**src/rtl/lock_attempt_controller_if.sv**
```systemverilog
// lock_attempt_controller_if
//   Groups the keypad strobe, the lockout timer start/done handshake and the
//   controller status outputs into one bundle.
//   master : the code-entry controller (drives lockout_start and status,
//            receives keys and lock_done)
//   slave  : the environment (keypad + lockout timer + status consumers)
// Signals:
//   key_valid     1  one-cycle strobe per keypress
//   key_code      4  0-9 digit, A clear, B enter, C relock, D-F ignored
//   lock_done     1  level from lockout timer, high when countdown expired
//   lockout_start 1  one-cycle pulse that starts/restarts the lockout timer
//   locked_out    1  high while lockout in progress
//   unlocked      1  high while correct code accepted
//   bad_code      1  one-cycle pulse per failed attempt
//   digit_count   3  digits currently buffered
//   fail_count    3  consecutive failures since last success/lockout
interface lock_attempt_controller_if;
    logic       key_valid;
    logic [3:0] key_code;
    logic       lock_done;
    logic       lockout_start;
    logic       locked_out;
    logic       unlocked;
    logic       bad_code;
    logic [2:0] digit_count;
    logic [2:0] fail_count;

    modport master (
        input  key_valid,
        input  key_code,
        input  lock_done,
        output lockout_start,
        output locked_out,
        output unlocked,
        output bad_code,
        output digit_count,
        output fail_count
    );

    modport slave (
        output key_valid,
        output key_code,
        output lock_done,
        input  lockout_start,
        input  locked_out,
        input  unlocked,
        input  bad_code,
        input  digit_count,
        input  fail_count
    );
endinterface

```
**src/rtl/lock_attempt_controller.sv**
```systemverilog
// lock_attempt_controller
//   Keypad code-entry controller. Buffers digit keypresses, compares the
//   entry against SECRET on the enter key, drives unlocked, counts
//   consecutive failures and, at MAX_FAILS, starts a lockout on the
//   countdown timer, then ignores all keys until the timer reports done.
// Ports:
//   clk    system clock
//   reset  synchronous, active-high reset
//   bus    lock_attempt_controller_if.master (keys, lockout handshake, status)
// All outputs are registered: a key accepted at edge N is visible after N.
module lock_attempt_controller #(
    parameter int                      CODE_LEN  = 4,
    parameter logic [4*CODE_LEN-1:0]   SECRET    = 16'h1234,
    parameter int                      MAX_FAILS = 3
) (
    input  logic                          clk,
    input  logic                          reset,
    lock_attempt_controller_if.master     bus
);

    localparam int         BUF_W     = 4 * CODE_LEN;
    localparam logic [2:0] LEN_C     = 3'(CODE_LEN);
    localparam logic [2:0] MAX_C     = 3'(MAX_FAILS);

    localparam logic [3:0] KEY_CLEAR  = 4'hA;
    localparam logic [3:0] KEY_ENTER  = 4'hB;
    localparam logic [3:0] KEY_RELOCK = 4'hC;

    typedef enum logic [2:0] {
        ENTRY,
        UNLOCKED,
        LOCK_START,
        LOCK_ARM,
        LOCK_WAIT
    } state_t;

    state_t             state_reg, state_next;
    logic [BUF_W-1:0]   buffer_reg, buffer_next;
    logic [2:0]         digit_count_reg, digit_count_next;
    logic [2:0]         fail_count_reg, fail_count_next;
    logic               bad_code_reg, bad_code_next;
    logic               lockout_start_reg, lockout_start_next;
    logic               locked_out_reg, locked_out_next;
    logic               unlocked_reg, unlocked_next;

    logic [BUF_W-1:0]   buffer_shifted;
    logic [2:0]         fail_inc;
    logic               is_digit;

    // Buffer with the new digit shifted in at the least significant nibble.
    // Built per nibble so CODE_LEN=1 needs no degenerate slice.
    for (genvar gi = 0; gi < CODE_LEN; gi++) begin : g_shift
        if (gi == 0) begin : g_low
            assign buffer_shifted[3:0] = bus.key_code;
        end else begin : g_up
            assign buffer_shifted[4*gi +: 4] = buffer_reg[4*(gi-1) +: 4];
        end
    end

    assign is_digit = (bus.key_code <= 4'd9);
    assign fail_inc = fail_count_reg + 3'd1;

    always_ff @(posedge clk) begin
        if (reset) begin
            state_reg         <= ENTRY;
            buffer_reg        <= '0;
            digit_count_reg   <= '0;
            fail_count_reg    <= '0;
            bad_code_reg      <= 1'b0;
            lockout_start_reg <= 1'b0;
            locked_out_reg    <= 1'b0;
            unlocked_reg      <= 1'b0;
        end else begin
            state_reg         <= state_next;
            buffer_reg        <= buffer_next;
            digit_count_reg   <= digit_count_next;
            fail_count_reg    <= fail_count_next;
            bad_code_reg      <= bad_code_next;
            lockout_start_reg <= lockout_start_next;
            locked_out_reg    <= locked_out_next;
            unlocked_reg      <= unlocked_next;
        end
    end

    always_comb begin
        state_next       = state_reg;
        buffer_next      = buffer_reg;
        digit_count_next = digit_count_reg;
        fail_count_next  = fail_count_reg;
        bad_code_next    = 1'b0;

        unique case (state_reg)
            ENTRY: begin
                if (bus.key_valid) begin
                    if (is_digit) begin
                        // A full buffer ignores further digits (no wrap).
                        if (digit_count_reg < LEN_C) begin
                            buffer_next      = buffer_shifted;
                            digit_count_next = digit_count_reg + 3'd1;
                        end
                    end else if (bus.key_code == KEY_CLEAR) begin
                        buffer_next      = '0;
                        digit_count_next = '0;
                    end else if (bus.key_code == KEY_ENTER) begin
                        buffer_next      = '0;
                        digit_count_next = '0;
                        if (digit_count_reg == LEN_C && buffer_reg == SECRET) begin
                            state_next      = UNLOCKED;
                            fail_count_next = '0;
                        end else begin
                            bad_code_next   = 1'b1;
                            fail_count_next = fail_inc;
                            if (fail_inc == MAX_C) begin
                                state_next = LOCK_START;
                            end
                        end
                    end
                end
            end
            UNLOCKED: begin
                if (bus.key_valid && bus.key_code == KEY_RELOCK) begin
                    state_next = ENTRY;
                end
            end
            LOCK_START: begin
                state_next = LOCK_ARM;
            end
            LOCK_ARM: begin
                // A done level left high by an earlier lockout must drop
                // before the new countdown's done can be trusted.
                if (!bus.lock_done) begin
                    state_next = LOCK_WAIT;
                end
            end
            LOCK_WAIT: begin
                if (bus.lock_done) begin
                    state_next      = ENTRY;
                    fail_count_next = '0;
                end
            end
            default: begin
                state_next = ENTRY;
            end
        endcase

        // Status outputs follow the state being entered so they register
        // in the same edge as the state change.
        unlocked_next      = (state_next == UNLOCKED);
        lockout_start_next = (state_next == LOCK_START);
        locked_out_next    = (state_next == LOCK_START) ||
                             (state_next == LOCK_ARM)   ||
                             (state_next == LOCK_WAIT);
    end

    assign bus.lockout_start = lockout_start_reg;
    assign bus.locked_out    = locked_out_reg;
    assign bus.unlocked      = unlocked_reg;
    assign bus.bad_code      = bad_code_reg;
    assign bus.digit_count   = digit_count_reg;
    assign bus.fail_count    = fail_count_reg;

endmodule
```
**src/flat_wrapper.sv**
```systemverilog
// flat-port wrapper written by rule: the top's interface ports become plain ports
module lock_attempt_controller_flat 
#(
    parameter int                      CODE_LEN  = 4,
    parameter logic [4*CODE_LEN-1:0]   SECRET    = 16'h1234,
    parameter int                      MAX_FAILS = 3
)
  (clk, reset, bus_key_valid, bus_key_code, bus_lock_done, bus_lockout_start, bus_locked_out, bus_unlocked, bus_bad_code, bus_digit_count, bus_fail_count);
  lock_attempt_controller_if bus_i ();
  input  logic clk;
  input  logic reset;
  input wire logic [$bits(bus_i.key_valid)-1:0] bus_key_valid;
  input wire logic [$bits(bus_i.key_code)-1:0] bus_key_code;
  input wire logic [$bits(bus_i.lock_done)-1:0] bus_lock_done;
  output wire logic [$bits(bus_i.lockout_start)-1:0] bus_lockout_start;
  output wire logic [$bits(bus_i.locked_out)-1:0] bus_locked_out;
  output wire logic [$bits(bus_i.unlocked)-1:0] bus_unlocked;
  output wire logic [$bits(bus_i.bad_code)-1:0] bus_bad_code;
  output wire logic [$bits(bus_i.digit_count)-1:0] bus_digit_count;
  output wire logic [$bits(bus_i.fail_count)-1:0] bus_fail_count;
  assign bus_i.key_valid = bus_key_valid;
  assign bus_i.key_code = bus_key_code;
  assign bus_i.lock_done = bus_lock_done;
  assign bus_lockout_start = bus_i.lockout_start;
  assign bus_locked_out = bus_i.locked_out;
  assign bus_unlocked = bus_i.unlocked;
  assign bus_bad_code = bus_i.bad_code;
  assign bus_digit_count = bus_i.digit_count;
  assign bus_fail_count = bus_i.fail_count;
  lock_attempt_controller #(.CODE_LEN(CODE_LEN), .SECRET(SECRET), .MAX_FAILS(MAX_FAILS)) u_core (.clk(clk), .reset(reset), .bus(bus_i));
endmodule
```
**config.mk**
```make
export PLATFORM = sky130hd
export DESIGN_NAME = lock_attempt_controller_flat
export DESIGN_NICKNAME = d
export VERILOG_FILES = /design/src/rtl/lock_attempt_controller_if.sv /design/src/rtl/lock_attempt_controller.sv /design/src/flat_wrapper.sv
export SDC_FILE = /design/constraint.sdc
export NUM_CORES = 1
export LEC_CHECK = 0
export BUFFER_PORTS_ARGS = -buffer_cell sky130_fd_sc_hd__buf_2
export CELL_PAD_IN_SITES_DETAIL_PLACEMENT = 2
export CELL_PAD_IN_SITES_GLOBAL_PLACEMENT = 2
export CORE_UTILIZATION = 30
export CTS_BUF_LIST = sky130_fd_sc_hd__clkbuf_4
export CTS_CLUSTER_SIZE = 28
export DETAILED_ROUTE_END_ITERATION = 6
export PLACE_DENSITY_LB_ADDON = 0.1
export SLEW_MARGIN = 20
export SYNTH_ARGS = -nofsm -noshare
export SYNTH_HDL_FRONTEND = slang
export SYNTH_SLANG_ARGS = --single-unit
```
**constraint.sdc**
```tcl
create_clock -name clk -period 4.4 [get_ports clk]
set_input_delay 0.44 -clock clk [delete_from_list [all_inputs] [get_ports clk]]
set_output_delay 0.44 -clock clk [all_outputs]
set_load 0.02 [all_outputs]
```
Word level (Yosys, flattened, before mapping). Cells that the tools add are included.

Add/sub/neg operators: 2. Order comparisons: 2. Equality and inequality tests: 20. Mux-type cells: 26. Bitwise logic cells: 3. Reductions and logical operators: 10.

Operators with widths (count): $mux W16 (4); $mux W3 (19); $eq A16 B13 Y1 const B (1); $eq A3 B2 Y1 const B (5); $pmux W3 S5 (1); $eq A4 B4 Y1 const B (3); $ne A2 B2 Y1 const B (5); $eq A3 B3 Y1 const B (3); $add A3 B1 Y3 const B (2); $eq A3 B1 Y1 const B (2); $pmux W3 S2 (1); $reduce_and A6 Y1 (1); $reduce_or A6 Y1 (1); $le A4 B4 Y1 const B (1); $reduce_and A4 Y1 (1); $logic_not A3 Y1 (1); $lt A3 B3 Y1 const B (1); $not A1 Y1 (3); $reduce_bool A3 Y1 (1); $logic_and A1 B1 Y1 (2); $logic_or A1 B1 Y1 (2); $ne A2 B1 Y1 const B (1); $reduce_bool A2 Y1 (1); $mux W1 (1).

Flip-flop bits (word level): 29. Output and inout port bits: 10. Logic and storage cells: 71.

Logic depth before layout (Yosys ltp). Gate-level depths: netlist of run 1.

Word-level depth: 12. Gate-level depth with buffers: 7.

Worst setup path before layout of run 1. OpenSTA, ideal clock, no wires.

Path kind: in2reg. From: in bus_key_valid. To: reg u_core.digit_count_reg[1], in the netlist u_core.bus.digit_count[1]. Setup time: 0.132 ns. Arrival: 1.697 ns. Required time: 4.268 ns. Setup slack: 2.571 ns. Cell stages on the path: 7. Buffers on the path: 3. Path through: or4b_4 buf_6 a221o_1 buf_2 buf_2 nand2_1 a21oi_1.

Longest elaborated chain between the ends: 1.

RTL lines: from (decl) (RTL line flat_wrapper.sv:12) `input wire logic [$bits(bus_i.key_valid)-1:0] bus_key_valid;`; $reduce_and A4 Y1 (no source line); to (signal assigned) (RTL line lock_attempt_controller.sv:76) `digit_count_reg <= digit_count_next;`; to (decl) (RTL line lock_attempt_controller.sv:39) `logic [2:0] digit_count_reg, digit_count_next;`.

Every way passes these cells. A chain may end at the register's enable or synchronous reset.

Final worst setup path of run 1.
From: reg u_core.state_reg[2]. To: reg u_core.buffer_reg[0].

Longest elaborated chain between the ends: 2.

RTL lines: from (decl) (RTL line lock_attempt_controller.sv:37) `state_t state_reg, state_next;`; from (signal assigned) (RTL line lock_attempt_controller.sv:74) `state_reg <= state_next;`; $logic_not A3 Y1 (RTL line lock_attempt_controller.sv:92) `unique case (state_reg)`; $reduce_and A4 Y1 (no source line); to (signal assigned) (RTL line lock_attempt_controller.sv:75) `buffer_reg <= buffer_next;`; to (decl) (RTL line lock_attempt_controller.sv:38) `logic [BUF_W-1:0] buffer_reg, buffer_next;`.

Every way passes these cells.

==> flow_metrics.env, run 1 <==
export IMPL_setup_viol=0
export IMPL_clkSinkCount=29
export IMPL_setup_tns_ns=0
export IMPL_overflow=0
export IMPL_cp_depth=4
export IMPL_crit_buf_inv=0
export IMPL_crit_family="simple AND/OR/NAND/NOR gates"
export IMPL_skew_ns=0.00997
export IMPL_ir_drop_mv=0.118
export IMPL_avgViaCountPerCell=5.52
export IMPL_outcome="complete, no violations"
export IMPL_period_minus_slack_ns=2.07
export IMPL_cts_made_buffers=5
export IMPL_stdcell_count=224
export IMPL_final_util_pct=34.4
export IMPL_die_h_um=69.3
export IMPL_multi_input_area_um2=697
export IMPL_criticalPathCategory="reg2reg"
export IMPL_max_cap_viol_count=0
export IMPL_critPathLaunchType="flop"
export IMPL_ys_warn_count=0
export IMPL_critical_path_max_stage_delay_ns=0.65
export IMPL_slew_headroom_pct=39.4
export IMPL_ant_nets=0
export IMPL_dp_cells=217
export IMPL_cts_resized=0
export IMPL_worst_pin_slew_ns=0.896
export IMPL_synth_seq_cells=29
export IMPL_grt_max_degree=32
export IMPL_worstPathCellList="or4b_4 > a221oi_4 > nand3_1 > a21oi_1"
export IMPL_p_leak_nw=0.547
export IMPL_routedWlPerCell_um=16.7
export IMPL_arrival_ns=2.32
export IMPL_reg2reg_slack_ns=2.33
export IMPL_regArea_um2=581
export IMPL_port_buffers=17
export IMPL_fin_nets=184
export IMPL_critPathMaxFanout=17
export IMPL_clock_latency_ns=0.32
export IMPL_die_area_mm2=0.00480
export IMPL_crit_required_ns=4.65
export IMPL_layout_drive_gt1_share_pct=16.9
export IMPL_whs_path_depth=2
export IMPL_largest_reg_flops=16
export IMPL_grt_pass1_wl_mm=6.39
export IMPL_antenna_found_initial=0
export IMPL_fin_crit_sh_pct=47.0
export IMPL_synth_nets=170
export IMPL_dpl_hpwl_mm=2.74
export IMPL_n_antenna_cell=0
export IMPL_die_w_um=69.3
export IMPL_max_freq_ghz=0.483
export IMPL_synth_flop_cell="dfxtp_1"
export IMPL_h_tree_depth=2
export IMPL_synth_cell_types=40
export IMPL_postSynthAreaPerCell_um2=8.60
export IMPL_syn_area_mm2=0.00136
export IMPL_drtIter0Drc=34
export IMPL_layout_common_cells="29 x dfxtp_1, 24 x a21oi_1, 19 x nand2_1, 19 x nand3_1, 17 x buf_2"
export IMPL_wl_mm=3.74
export IMPL_root_buffer="clkbuf_4"
export IMPL_core_mm2=0.00435
export IMPL_rr_worst_depth=4
export IMPL_vias=1237
export IMPL_grt_total_usage_pct=16.9
export IMPL_async_flop_share_pct=0
export IMPL_synth_edf_count=0
export IMPL_start_util_pct=31.2
export IMPL_cts_tree="built"
export IMPL_finalHoldViolCount=0
export IMPL_grt_pass1_vias=1311
export IMPL_cts_hold_fix_buffers=0
export IMPL_clockBufferDepth=2
export IMPL_whs_ns=0.346
export IMPL_slew_violations=0
export IMPL_power_density_mw_per_mm2=311
export IMPL_syn_instance_count=158
export IMPL_cp_end_kind="flop"
export IMPL_worstHoldPathType="in2reg"
export IMPL_worst_path_max_delay_cell="or4b_4"
export IMPL_postCtsSetupBuffers=0
export IMPL_rsz0062_at_grt="false"
export IMPL_area_growth_pct=10.3
export IMPL_num_fill_cells=505
export IMPL_ys_seq_area_share_pct=42.7
export IMPL_io_pin_count=18
export IMPL_final_common_cell="dfxtp_1"
export IMPL_dr_pass1_iters=4
export IMPL_route_detailed_drc=0
export IMPL_path_clk_slew_ns=0.09
export IMPL_gp_congestion=0.708
export IMPL_std_cell_rows=24
layer usage:
metal | global-route usage (%) | vias up | share of wire, %
met5 | 0 | - | 0
met4 | 5.67 | 0 | 1.3
met3 | 4.65 | 6 | 3.4
met2 | 29.1 | 22 | 50
met1 | 20.2 | 613 | 45
li1 | - | 596 | -
cell type report:
type / count / area share, %
multi-input cells: 113 / 46.5
flip-flops and latches: 29 / 38.7
repair buffers: 17 / 5.68
well taps: 52 / 4.34
clock buffers: 6 / 3.01
inverters: 6 / 1.50
clock inverters: 1 / 0.250
Yosys cell counts, types with 2 or more instances:
master    number  area (µm²)
dfxtp_1       29         581
a21oi_1       24         120
nand2_1       19        71.3
nand3_1       19        95.1
inv_1          6        22.5
nor2_1         6        22.5
nor3_1         6        30.0
ha_1           4        50.1
buf_2          3        15.0
clkbuf_1       3        11.3
nor4b_1        3        26.3
o21ai_0        3        15.0
and3b_1        2        17.5
buf_6          2        22.5
clkbuf_2       2        10.0
nand4b_1       2        17.5
nor3b_1        2        15.0
final timing paths:
path                                       from                                  to
min                               bus_lock_done      u_core.state_reg[2]$_SDFF_PP0_
max reg2reg      u_core.state_reg[2]$_SDFF_PP0_   u_core.buffer_reg[0]$_SDFFE_PP0P_
min reg2reg  u_core.buffer_reg[14]$_SDFFE_PP0P_  u_core.buffer_reg[14]$_SDFFE_PP0P_
max              u_core.state_reg[2]$_SDFF_PP0_   u_core.buffer_reg[0]$_SDFFE_PP0P_
logic make-up (layout without fill, tap and decap cells):
logic type | count (synthesis) | in the layout | share of synthesized area (%)
simple gates | 68 | 68 | 27.4
compound gates | 40 | 40 | 19.5
flops | 29 | 29 | 42.7
buf+inv | 16 | 30 | 5.98
fa+ha+maj | 4 | 4 | 3.68
xor+xnor | 1 | 1 | 0.645
power by group:
group	switching [mW]	internal (mW)	total, mW
clock network	0.0921	0.0641	0.156
logic	0.0280	0.0124	0.0405
registers	0.00367	0.266	0.270
per-stage QoR:
stage	total power [mW]	area, µm²	worst slack (ns)
after floorplan	0.305	1360	2.57
after global placement	0.316	1450	2.24
after detailed placement	0.317	1450	2.14
after CTS	0.477	1500	2.29
after global routing	0.493	1500	2.18
final	0.467	1500	2.33
(Power assumes the default switching activity.)
==> run 2, diff against run 1 <==
- clock period: 4.4 -> 2 ns (I/O delays scaled with it)
==> run 2 against run 1 <==
  * Maximum frequency increased by 13%
  * Sequential power increased by 120%
  * Sequential cell count unchanged
  * Clock power increased to 3.1 times the previous value
  * Final cell count increased by 3.6%
  * Routed wire length increased by 2.3%
  * Count of clock-buffer cells in the layout unchanged
  * Global-route usage increased by 0.33 points
  * First-iteration DRC count increased by 12%
  * Final area increased by 5.5%
  * Critical path type unchanged
  * Largest cell class unchanged
  * Highest routed layer unchanged
==> flow_metrics.env, run 2 (same netlist as run 1, synthesis figures left out) <==
export IMPL_outcome="complete, no violations"
export IMPL_critical_path_max_stage_delay_ns=0.63
export IMPL_cts_tree="built"
export IMPL_vias=1240
export IMPL_clockBufferDepth=2
export IMPL_core_mm2=0.00435
export IMPL_finalPower_mw=1.18
export IMPL_dpl_hpwl_mm=2.80
export IMPL_worst_path_max_delay_cell="or4b_4"
export IMPL_whs_ns=0.107
export IMPL_grt_total_usage_pct=17.3
export IMPL_rsz0062_at_grt="false"
export IMPL_start_util_pct=31.2
export IMPL_arrival_ns=2.03
export IMPL_std_cell_rows=24
export IMPL_cts_hold_fix_buffers=0
export IMPL_gp_congestion=0.702
export IMPL_die_area_mm2=0.00480
export IMPL_clkSinkCount=29
export IMPL_place_area_mm2=0.00150
export IMPL_cts_resized=0
export IMPL_n_antenna_cell=0
export IMPL_grt_max_degree=32
export IMPL_period_minus_slack_ns=1.83
export IMPL_worst_pin_slew_ns=0.617
export IMPL_die_h_um=69.3
export IMPL_worstPathCellList="or4b_4 > a221o_1 > buf_4 > a21oi_1 > nor2_1"
export IMPL_skew_ns=0.00797
export IMPL_max_freq_ghz=0.546
export IMPL_rr_worst_depth=5
export IMPL_hold_end="u_core.state_reg[2]$_SDFF_PP0_"
export IMPL_root_buffer="clkbuf_4"
export IMPL_area_growth_pct=16.4
export IMPL_overflow=0
export IMPL_route_detailed_drc=0
export IMPL_antenna_found_initial=0
export IMPL_die_w_um=69.3
export IMPL_p_leak_nw=0.597
export IMPL_slew_violations=0
export IMPL_slew_headroom_pct=58.7
export IMPL_critPathLaunchType="flop"
export IMPL_postCtsSetupBuffers=0
export IMPL_max_cap_viol_count=0
export IMPL_power_density_mw_per_mm2=744
export IMPL_criticalPathCategory="reg2reg"
export IMPL_routedWlPerCell_um=16.5
export IMPL_worstHoldPathType="in2reg"
export IMPL_io_pin_count=18
export IMPL_finalHoldViolCount=0
export IMPL_setup_tns_ns=0
export IMPL_whs_path_depth=2
export IMPL_fin_area_mm2=0.00158
export IMPL_r2r_start="u_core.state_reg[2]$_SDFF_PP0_"
export IMPL_final_util_pct=36.3
export IMPL_port_buffers=17
export IMPL_grt_pass1_wl_mm=6.46
export IMPL_crit_required_ns=2.20
export IMPL_dr_pass1_iters=4
export IMPL_largest_reg_flops=16
export IMPL_layout_common_cells="29 x dfxtp_1, 24 x a21oi_1, 19 x nand2_1, 19 x nand3_1, 17 x buf_2"
export IMPL_ant_nets=0
export IMPL_path_clk_slew_ns=0.10
export IMPL_critPathMaxFanout=18
export IMPL_cts_made_buffers=5
export IMPL_avgViaCountPerCell=5.34
export IMPL_wl_mm=3.83
export IMPL_cp_end_kind="flop"
export IMPL_final_common_cell="dfxtp_1"
export IMPL_fin_nets=191
export IMPL_ir_drop_mv=0.322
export IMPL_layout_drive_gt1_share_pct=20.6
export IMPL_grt_pass1_vias=1359
export IMPL_h_tree_depth=2
export IMPL_hold_start="bus_lock_done"
export IMPL_drtIter0Drc=38
export IMPL_fin_crit_sh_pct=91.5
export IMPL_reg2reg_slack_ns=0.17
export IMPL_reg2reg_to="u_core.buffer_reg[1]$_SDFFE_PP0P_"
export IMPL_setup_viol=0
export IMPL_clock_latency_ns=0.33
[run 2: how the worst max path moves through the flow]
stage / endpoint / cells past startpoint / slack (ns) / from
after global routing: u_core.buffer_reg[6]$_SDFFE_PP0P_ / 5 / 0.04 / u_core.state_reg[2]$_SDFF_PP0_
after global placement: u_core.buffer_reg[1]$_SDFFE_PP0P_ / 5 / 0.22 / u_core.state_reg[2]$_SDFF_PP0_
final: u_core.buffer_reg[1]$_SDFFE_PP0P_ / 5 / 0.17 / u_core.state_reg[2]$_SDFF_PP0_
after floorplan: u_core.bus.digit_count[1]$_SDFFE_PP0P_ / 7 / 0.20 / u_core.state_reg[2]$_SDFF_PP0_
after CTS: u_core.buffer_reg[5]$_SDFFE_PP0P_ / 5 / 0.15 / u_core.state_reg[2]$_SDFF_PP0_
after detailed placement: u_core.buffer_reg[1]$_SDFFE_PP0P_ / 5 / 0.18 / u_core.state_reg[2]$_SDFF_PP0_
[run 2: stage by stage]
step / std cells / setup slack (ns)
2_1_floorplan: 158 / 0.203
3_3_place_gp: 224 / 0.225
3_5_place_dp: 224 / 0.178
4_1_cts: 232 / 0.148
5_1_grt: 232 / 0.0409
6_report: 232 / 0.169
[run 2: power breakdown]
group	switching, mW	internal (mW)
sequential	0.00713	0.586
clock	0.213	0.274
combinational	0.0635	0.0332
total	0.284	0.893
[run 2: cell type report]
cell class	count	area (µm²)
clock buffer	6	45.0
clock inverter	2	33.8
fill	517	2770
inverter	6	22.5
multi-input combinational	113	697
sequential	29	581
tap	52	65.1
timing repair buffer	24	138
[run 2: metal layers]
metal	routed length, µm	track usage, %	vias up
li1	-	-	614
met1	1740	20.6	600
met2	1920	29.8	18
met3	91	3.49	8
met4	72	7.48	0
met5	0	0	-
[run 2: worst max-delay path: cells and delay by family (launching register included)]
family / cells / cell delay, ns
and+or+nand+nor: 2 / 0.68
AOI/OAI and AO/OA: 2 / 0.45
DFF: 1 / 0.37
buffers and inverters: 1 / 0.20
